$ cat src/rtl/xor5_parity_arb_pkg.sv
// Shared types and helpers for the round-robin arbiter in front of the XOR5 parity pipe.
// Sized for the largest supported requester count (8); narrower instances zero-extend.
package xor5_parity_arb_pkg;

    localparam int OPW   = 5;
    localparam int STATW = 16;
    localparam int NMAX  = 8;
    localparam int IDW   = 3;

    typedef struct packed {
        logic           v;
        logic           parity;
        logic [IDW-1:0] id;
    } stage_t;

    // One-hot pick of the first set valid bit at or above ptr, wrapping modulo n.
    function automatic logic [NMAX-1:0] rr_pick(input logic [NMAX-1:0] valid,
                                                input logic [IDW-1:0]  ptr,
                                                input int              n);
        logic [NMAX-1:0] g;
        logic            found;
        logic [IDW:0]    idx;
        g     = '0;
        found = 1'b0;
        for (int k = 0; k < NMAX; k++) begin
            if (k < n) begin
                idx = {1'b0, ptr} + 4'(k);
                if (idx >= 4'(n)) idx = idx - 4'(n);
                if (!found && valid[idx[IDW-1:0]]) begin
                    g[idx[IDW-1:0]] = 1'b1;
                    found           = 1'b1;
                end
            end
        end
        return g;
    endfunction

endpackage

$ cat src/rtl/xor5_parity_arb_if.sv
// Requester, result and statistics signals of the shared parity arbiter.
// master = producers/consumer side, slave = arbiter side.
interface xor5_parity_arb_if
    import xor5_parity_arb_pkg::*;
#(
    parameter int NREQ = 4
);
    localparam int OIDW = $clog2(NREQ);

    logic [NREQ-1:0]       req_valid;
    logic [OPW*NREQ-1:0]   req_data;
    logic [NREQ-1:0]       req_ready;
    logic                  out_valid;
    logic                  out_parity;
    logic [OIDW-1:0]       out_id;
    logic                  out_ready;
    logic [STATW*NREQ-1:0] stat_grants;

    modport master (
        output req_valid, req_data, out_ready,
        input  req_ready, out_valid, out_parity, out_id, stat_grants
    );

    modport slave (
        input  req_valid, req_data, out_ready,
        output req_ready, out_valid, out_parity, out_id, stat_grants
    );

endinterface

$ cat src/rtl/xor5_parity_arbiter_pipe.sv
// Shared XOR5 parity datapath: LAT register stages of {v, parity, id}.
// Latency LAT advancing cycles; when adv is low every stage (bubbles too) holds.
// Backpressure is applied by the caller through adv.
module xor5_parity_pipe
    import xor5_parity_arb_pkg::*;
#(
    parameter int LAT = 2
) (
    input  logic   clk,
    input  logic   rst,
    input  logic   adv,
    input  stage_t din,
    output stage_t dout
);

    stage_t st [LAT];

    always_ff @(posedge clk) begin
        if (rst) begin
            for (int k = 0; k < LAT; k++) st[k] <= '0;
        end else if (adv) begin
            st[0] <= din;
            for (int k = 1; k < LAT; k++) st[k] <= st[k-1];
        end
    end

    assign dout = st[LAT-1];

endmodule

$ cat src/rtl/xor5_parity_arbiter.sv
// Round-robin arbiter sharing one pipelined XOR5 parity unit among NREQ requesters.
// Latency LAT cycles from grant to out_valid, plus one per stall cycle.
// Grants only when the pipe advances (!out_valid | out_ready); XOR5_PARITY_ARB_STATS_EN adds grant counters.
module xor5_parity_arbiter
    import xor5_parity_arb_pkg::*;
#(
    parameter int NREQ = 4,
    parameter int LAT  = 2
) (
    input  logic               clk,
    input  logic               rst,
    xor5_parity_arb_if.slave   bus
);

    localparam int OIDW = $clog2(NREQ);

    logic            adv;
    logic [NMAX-1:0] valid_w;
    logic [NMAX-1:0] grant_w;
    logic [NREQ-1:0] grant;
    logic            grant_any;
    logic [IDW-1:0]  ptr;
    logic [IDW-1:0]  gid;
    logic            par;
    stage_t          s_in;
    stage_t          s_out;
    logic            unused_id;

    assign adv = !bus.out_valid || bus.out_ready;

    always_comb begin
        valid_w             = '0;
        valid_w[NREQ-1:0]   = bus.req_valid;
    end

    assign grant_w   = (adv && !rst) ? rr_pick(valid_w, ptr, NREQ) : '0;
    assign grant     = grant_w[NREQ-1:0];
    assign grant_any = |grant_w;
    assign bus.req_ready = grant;

    // Bubbles carry zero parity/id so idle outputs stay at their reset values.
    always_comb begin
        gid = '0;
        par = 1'b0;
        for (int i = 0; i < NMAX; i++) begin
            if (grant_w[i]) gid = IDW'(i);
        end
        for (int i = 0; i < NREQ; i++) begin
            if (grant[i]) par = par | (^bus.req_data[OPW*i +: OPW]);
        end
    end

    always_ff @(posedge clk) begin
        if (rst) begin
            ptr <= '0;
        end else if (grant_any) begin
            ptr <= (gid == IDW'(NREQ-1)) ? '0 : gid + 3'd1;
        end
    end

    assign s_in = '{v: grant_any, parity: par, id: gid};

    xor5_parity_pipe #(.LAT(LAT)) u_pipe (
        .clk  (clk),
        .rst  (rst),
        .adv  (adv),
        .din  (s_in),
        .dout (s_out)
    );

    assign bus.out_valid  = s_out.v;
    assign bus.out_parity = s_out.parity;
    assign bus.out_id     = s_out.id[OIDW-1:0];
    assign unused_id      = ^s_out.id;

`ifdef XOR5_PARITY_ARB_STATS_EN
    logic [STATW-1:0] cnt [NREQ];

    always_ff @(posedge clk) begin
        if (rst) begin
            for (int i = 0; i < NREQ; i++) cnt[i] <= '0;
        end else begin
            for (int i = 0; i < NREQ; i++) begin
                if (grant[i] && cnt[i] != {STATW{1'b1}}) cnt[i] <= cnt[i] + 16'd1;
            end
        end
    end

    always_comb begin
        for (int i = 0; i < NREQ; i++) bus.stat_grants[STATW*i +: STATW] = cnt[i];
    end
`else
    assign bus.stat_grants = '0;
`endif

endmodule

$ cat src/flat_wrapper.sv
// flat-port wrapper written by rule: the top's interface ports become plain ports
module xor5_parity_arbiter_flat import xor5_parity_arb_pkg::*;
#(
    parameter int NREQ = 4,
    parameter int LAT  = 2
)
  (clk, rst, bus_req_valid, bus_req_data, bus_out_ready, bus_req_ready, bus_out_valid, bus_out_parity, bus_out_id, bus_stat_grants);
  xor5_parity_arb_if #(.NREQ(NREQ)) bus_i ();
  input  logic clk;
  input  logic rst;
  input wire logic [$bits(bus_i.req_valid)-1:0] bus_req_valid;
  input wire logic [$bits(bus_i.req_data)-1:0] bus_req_data;
  input wire logic [$bits(bus_i.out_ready)-1:0] bus_out_ready;
  output wire logic [$bits(bus_i.req_ready)-1:0] bus_req_ready;
  output wire logic [$bits(bus_i.out_valid)-1:0] bus_out_valid;
  output wire logic [$bits(bus_i.out_parity)-1:0] bus_out_parity;
  output wire logic [$bits(bus_i.out_id)-1:0] bus_out_id;
  output wire logic [$bits(bus_i.stat_grants)-1:0] bus_stat_grants;
  assign bus_i.req_valid = bus_req_valid;
  assign bus_i.req_data = bus_req_data;
  assign bus_i.out_ready = bus_out_ready;
  assign bus_req_ready = bus_i.req_ready;
  assign bus_out_valid = bus_i.out_valid;
  assign bus_out_parity = bus_i.out_parity;
  assign bus_out_id = bus_i.out_id;
  assign bus_stat_grants = bus_i.stat_grants;
  xor5_parity_arbiter #(.NREQ(NREQ), .LAT(LAT)) u_core (.clk(clk), .rst(rst), .bus(bus_i));
endmodule
$ cat config.mk
export PLATFORM = sky130hd
export DESIGN_NAME = xor5_parity_arbiter_flat
export DESIGN_NICKNAME = d
export VERILOG_FILES = /design/src/rtl/xor5_parity_arb_pkg.sv /design/src/rtl/xor5_parity_arb_if.sv /design/src/rtl/xor5_parity_arbiter_pipe.sv /design/src/rtl/xor5_parity_arbiter.sv /design/src/flat_wrapper.sv
export SDC_FILE = /design/constraint.sdc
export NUM_CORES = 1
export LEC_CHECK = 0
export BUFFER_PORTS_ARGS = -buffer_cell sky130_fd_sc_hd__buf_2
export CAP_MARGIN = 10
export CORE_MARGIN = 2
export CORE_UTILIZATION = 40
export CTS_CLUSTER_DIAMETER = 120
export CTS_CLUSTER_SIZE = 14
export DETAILED_ROUTE_END_ITERATION = 8
export PLACE_DENSITY = 0.84
export SLEW_MARGIN = 20
export SYNTH_ARGS = -nofsm -noshare
export SYNTH_HDL_FRONTEND = slang
export SYNTH_HIERARCHICAL = 1
export SYNTH_SLANG_ARGS = --single-unit
$ cat constraint.sdc
create_clock -name clk -period 3 [get_ports clk]
set_clock_uncertainty 0.15 [all_clocks]
set_input_delay 0.3 -clock clk [delete_from_list [all_inputs] [get_ports clk]]
set_output_delay 0.3 -clock clk [all_outputs]
set_load 0.1 [all_outputs]
==> summary.txt <==
Floorplanning
  – Placeable Area: between 3000 and 4000 sq um
  – Die outline area: 4530 sq um
  – Initial core utilization: a little over two fifths
  – Die Y: just under 70 um
  – Die width: around 67 um
  – Placement Rows: 22
  – Top-level port count: between 90 and 100

Final layout
  – Count of antenna diodes in the layout: 0
  – Synth-to-Final Area Change: 8.59%
  – Fraction of layout cells with a size suffix above 1: 30.7%
  – Fin util: a little under half
  – Fill count: between 300 and 400
  – Final standard cell count with taps included and fillers excluded: 260
  – Fin nets: around 240

Worst setup path
  – Startpoint types: register
  – Required time at the endpoint of the critical path: between 2 and 3 ns
  – Most frequent cell on the critical path: nand2_2
  – Endpoint kind of the worst setup timing path: primary output
  – Critical path class: reg -> out
  – Largest fanout on the critical path: 7
  – Sequence of cells on the critical path: inv_6, ha_4, mux4_2, nand2_2, o31a_4, nand2_2, a311oi_4, buf_12
  – Critical path buffer and inverter count: 2
  – Length in cells of the worst reg-to-reg path: 11
  – Arrival @ worst endpoint: around 2.5 ns
  – Master of the slowest instance on the critical path: mux4_2
  – Cell type group with the largest total delay on the critical path: compound AO/OA/AOI/OAI gates
  – Launch point of the critical path: u_core/ptr[0]
  – Critical R2R Launch: u_core/ptr[0]
  – Slack of the worst reg-to-reg path: approximately 0.16 ns
  – Worst R2R End: u_core/u_pipe/st[0][0]
  – CP max stage delay: between 0.5 and 0.6 ns

GRT
  – Largest net degree at the start of global routing: 19
  – First-pass GRT wire length: ~4000 um
  – GRT Overall Usage: 11.6%
  – Via count of the first global-routing pass: 891
  – Grt total ovfl: 0
  – Antenna violations before repair: 0

Worst hold path
  – Worst hold start: rst
  – Worst hold path depth: 2
  – Path class of the lowest-slack min-delay path: in -> reg
  – Destination of the worst hold path: u_core/ptr[0]

Placed design
  – HPWL after detailed placement: roughly 2200 um
  – Port Buffers: 34
  – Weighted congestion at the end of routability-driven global placement: 0.956
  – Placed cell count: 248

Yosys
  – Cell count after synthesis: about 170
  – Synthesized cell area: roughly 1600 sq um
  – Warning count from the yosys run: 6
  – Synthesized area per cell: about 9.2 sq um

STA
  – Final Max Slew Viols: 0
  – Sum of negative setup slack: 0 ns
  – Final period util: a little over nine tenths
  – Actual transition at the worst max-transition pin: approximately 0.57 ns
  – Final hold vios: 0
  – Final setup vio count: 0
  – Hold Worst Slack: around 0.26 ns
  – Max transition margin: about three fifths
  – Final worst path period need: 2.92 ns
  – FMAX: 342 MHz

Clock tree
  – Hold-fix buffers at CTS: 0
  – CTS buffer count: 3
  – Clock tree from TritonCTS: done
  – CTS sink count: 11
  – Clock root cell: clkbuf_8
  – H-tree lvl count: 1
  – Buffers from clock root to sink, at most: 2
  – Clock-pin slew on the worst setup and hold paths: around 0.050 ns
  – Clock latency at the later pin of the worst-skew pair: 0.24 ns

Power and ir drop
  – Power Total: about 1.6 mW
  – Worst IR drop on VDD: roughly 0.32 mV
  – Leakage power figure: 0.845 nW
  – PwrDens: between 800 and 900 nW/um^2

Routing
  – Detailed-route wire length: between 2000 and 3000 um
  – DRC violation count after routing: 0
  – Average detailed-routed wire length per instance: ~11 um
  – Via count of the routed design: between 1000 and 1500
  – Number of vias per cell after detailed routing: about 4.5
  – Count of nets left with antenna violations after detail routing: 0
  – Number of optimization iterations in the first detailed-route pass: 4
  – First DRT Iteration DRCs: 53

Outcome
  – Status: completed

Flow run
  – Max-capacitance violation count: 0
[cell type report]
class                   instances  area [sq um]  area share, %
clock buffers                   4          45.0           2.59
well taps                      48          60.1           3.45
multi-input cells             147           996           57.3
flip-flops and latches         11           302           17.3
repair buffers                 45           313           18.0
inverters                       5          23.8           1.37
[worst max-delay path by stage]
stage	endpoint	slack, ns	depth (start not counted)
2_1_floorplan	u_core/u_pipe/st[0][3]	-0.50	12
3_3_place_gp	bus_req_ready[3]	0.35	8
3_5_place_dp	bus_req_ready[3]	0.29	8
4_1_cts	bus_req_ready[3]	0.04	8
5_1_grt	bus_req_ready[3]	-0.02	8
6_report	bus_req_ready[3]	0.08	8
[routing by layer]
layer  GRT usage (%)  vias to the layer above  part of all wire (%)
met5               0                        -                     0
met4            4.85                        0                   1.7
met3            2.00                        4                   9.2
met2            19.2                       80                    51
met1            14.8                      521                    38
li1                -                      553                     -
[registers in the layout (all words and copies together), names as in the netlist]
name,count
u_core/ptr,3
u_core/u_pipe/st,8
[stage by stage]
step	worst slack [ns]	instance area, sq um
CTS	0.0381	1680
global route	-0.0185	1740
finish	0.0773	1740
floorplan	-0.504	1890
detailed placement	0.294	1630
global placement	0.354	1630
[report_power, final]
| part | switching [mW] | leakage (nW) | internal [mW] | total [mW] |
|---|---|---|---|---|
| Sequential | 0.0156 | 0.121 | 0.212 | 0.228 |
| Combinational | 0.837 | 0.701 | 0.351 | 1.19 |
| Clock | 0.0565 | 0.0228 | 0.0934 | 0.150 |
| Total | 0.909 | 0.845 | 0.656 | 1.57 |
[worst register-to-register path, delay by kind of cell, from the launching register on]
family / cells / cell delay [ns]
buf+inv: 3 / 0.34
fa+ha+maj: 1 / 0.30
mux: 1 / 0.53
compound gates: 3 / 0.69
flops: 1 / 0.36
simple gates: 3 / 0.33
[cells in the final DEF, fill, tap and decap left out, types with 3 or more instances in the layout]
| master | count |
|---|---|
| and3b_1 | 8 |
| buf_12 | 4 |
| buf_2 | 30 |
| buf_4 | 11 |
| clkbuf_8 | 3 |
| conb_1 | 64 |
| edfxtp_1 | 8 |
| nand2b_1 | 4 |
| nand3_1 | 5 |
| nand4_1 | 4 |
| o31ai_1 | 3 |
| xnor2_1 | 16 |
[repair_timing]
item,in CTS,in global routing
buffers inserted,0,8
setup endpoints to repair,0,1
hold endpoints to repair,0,0
gates resized for setup,0,1
(Power assumes the default switching activity.)
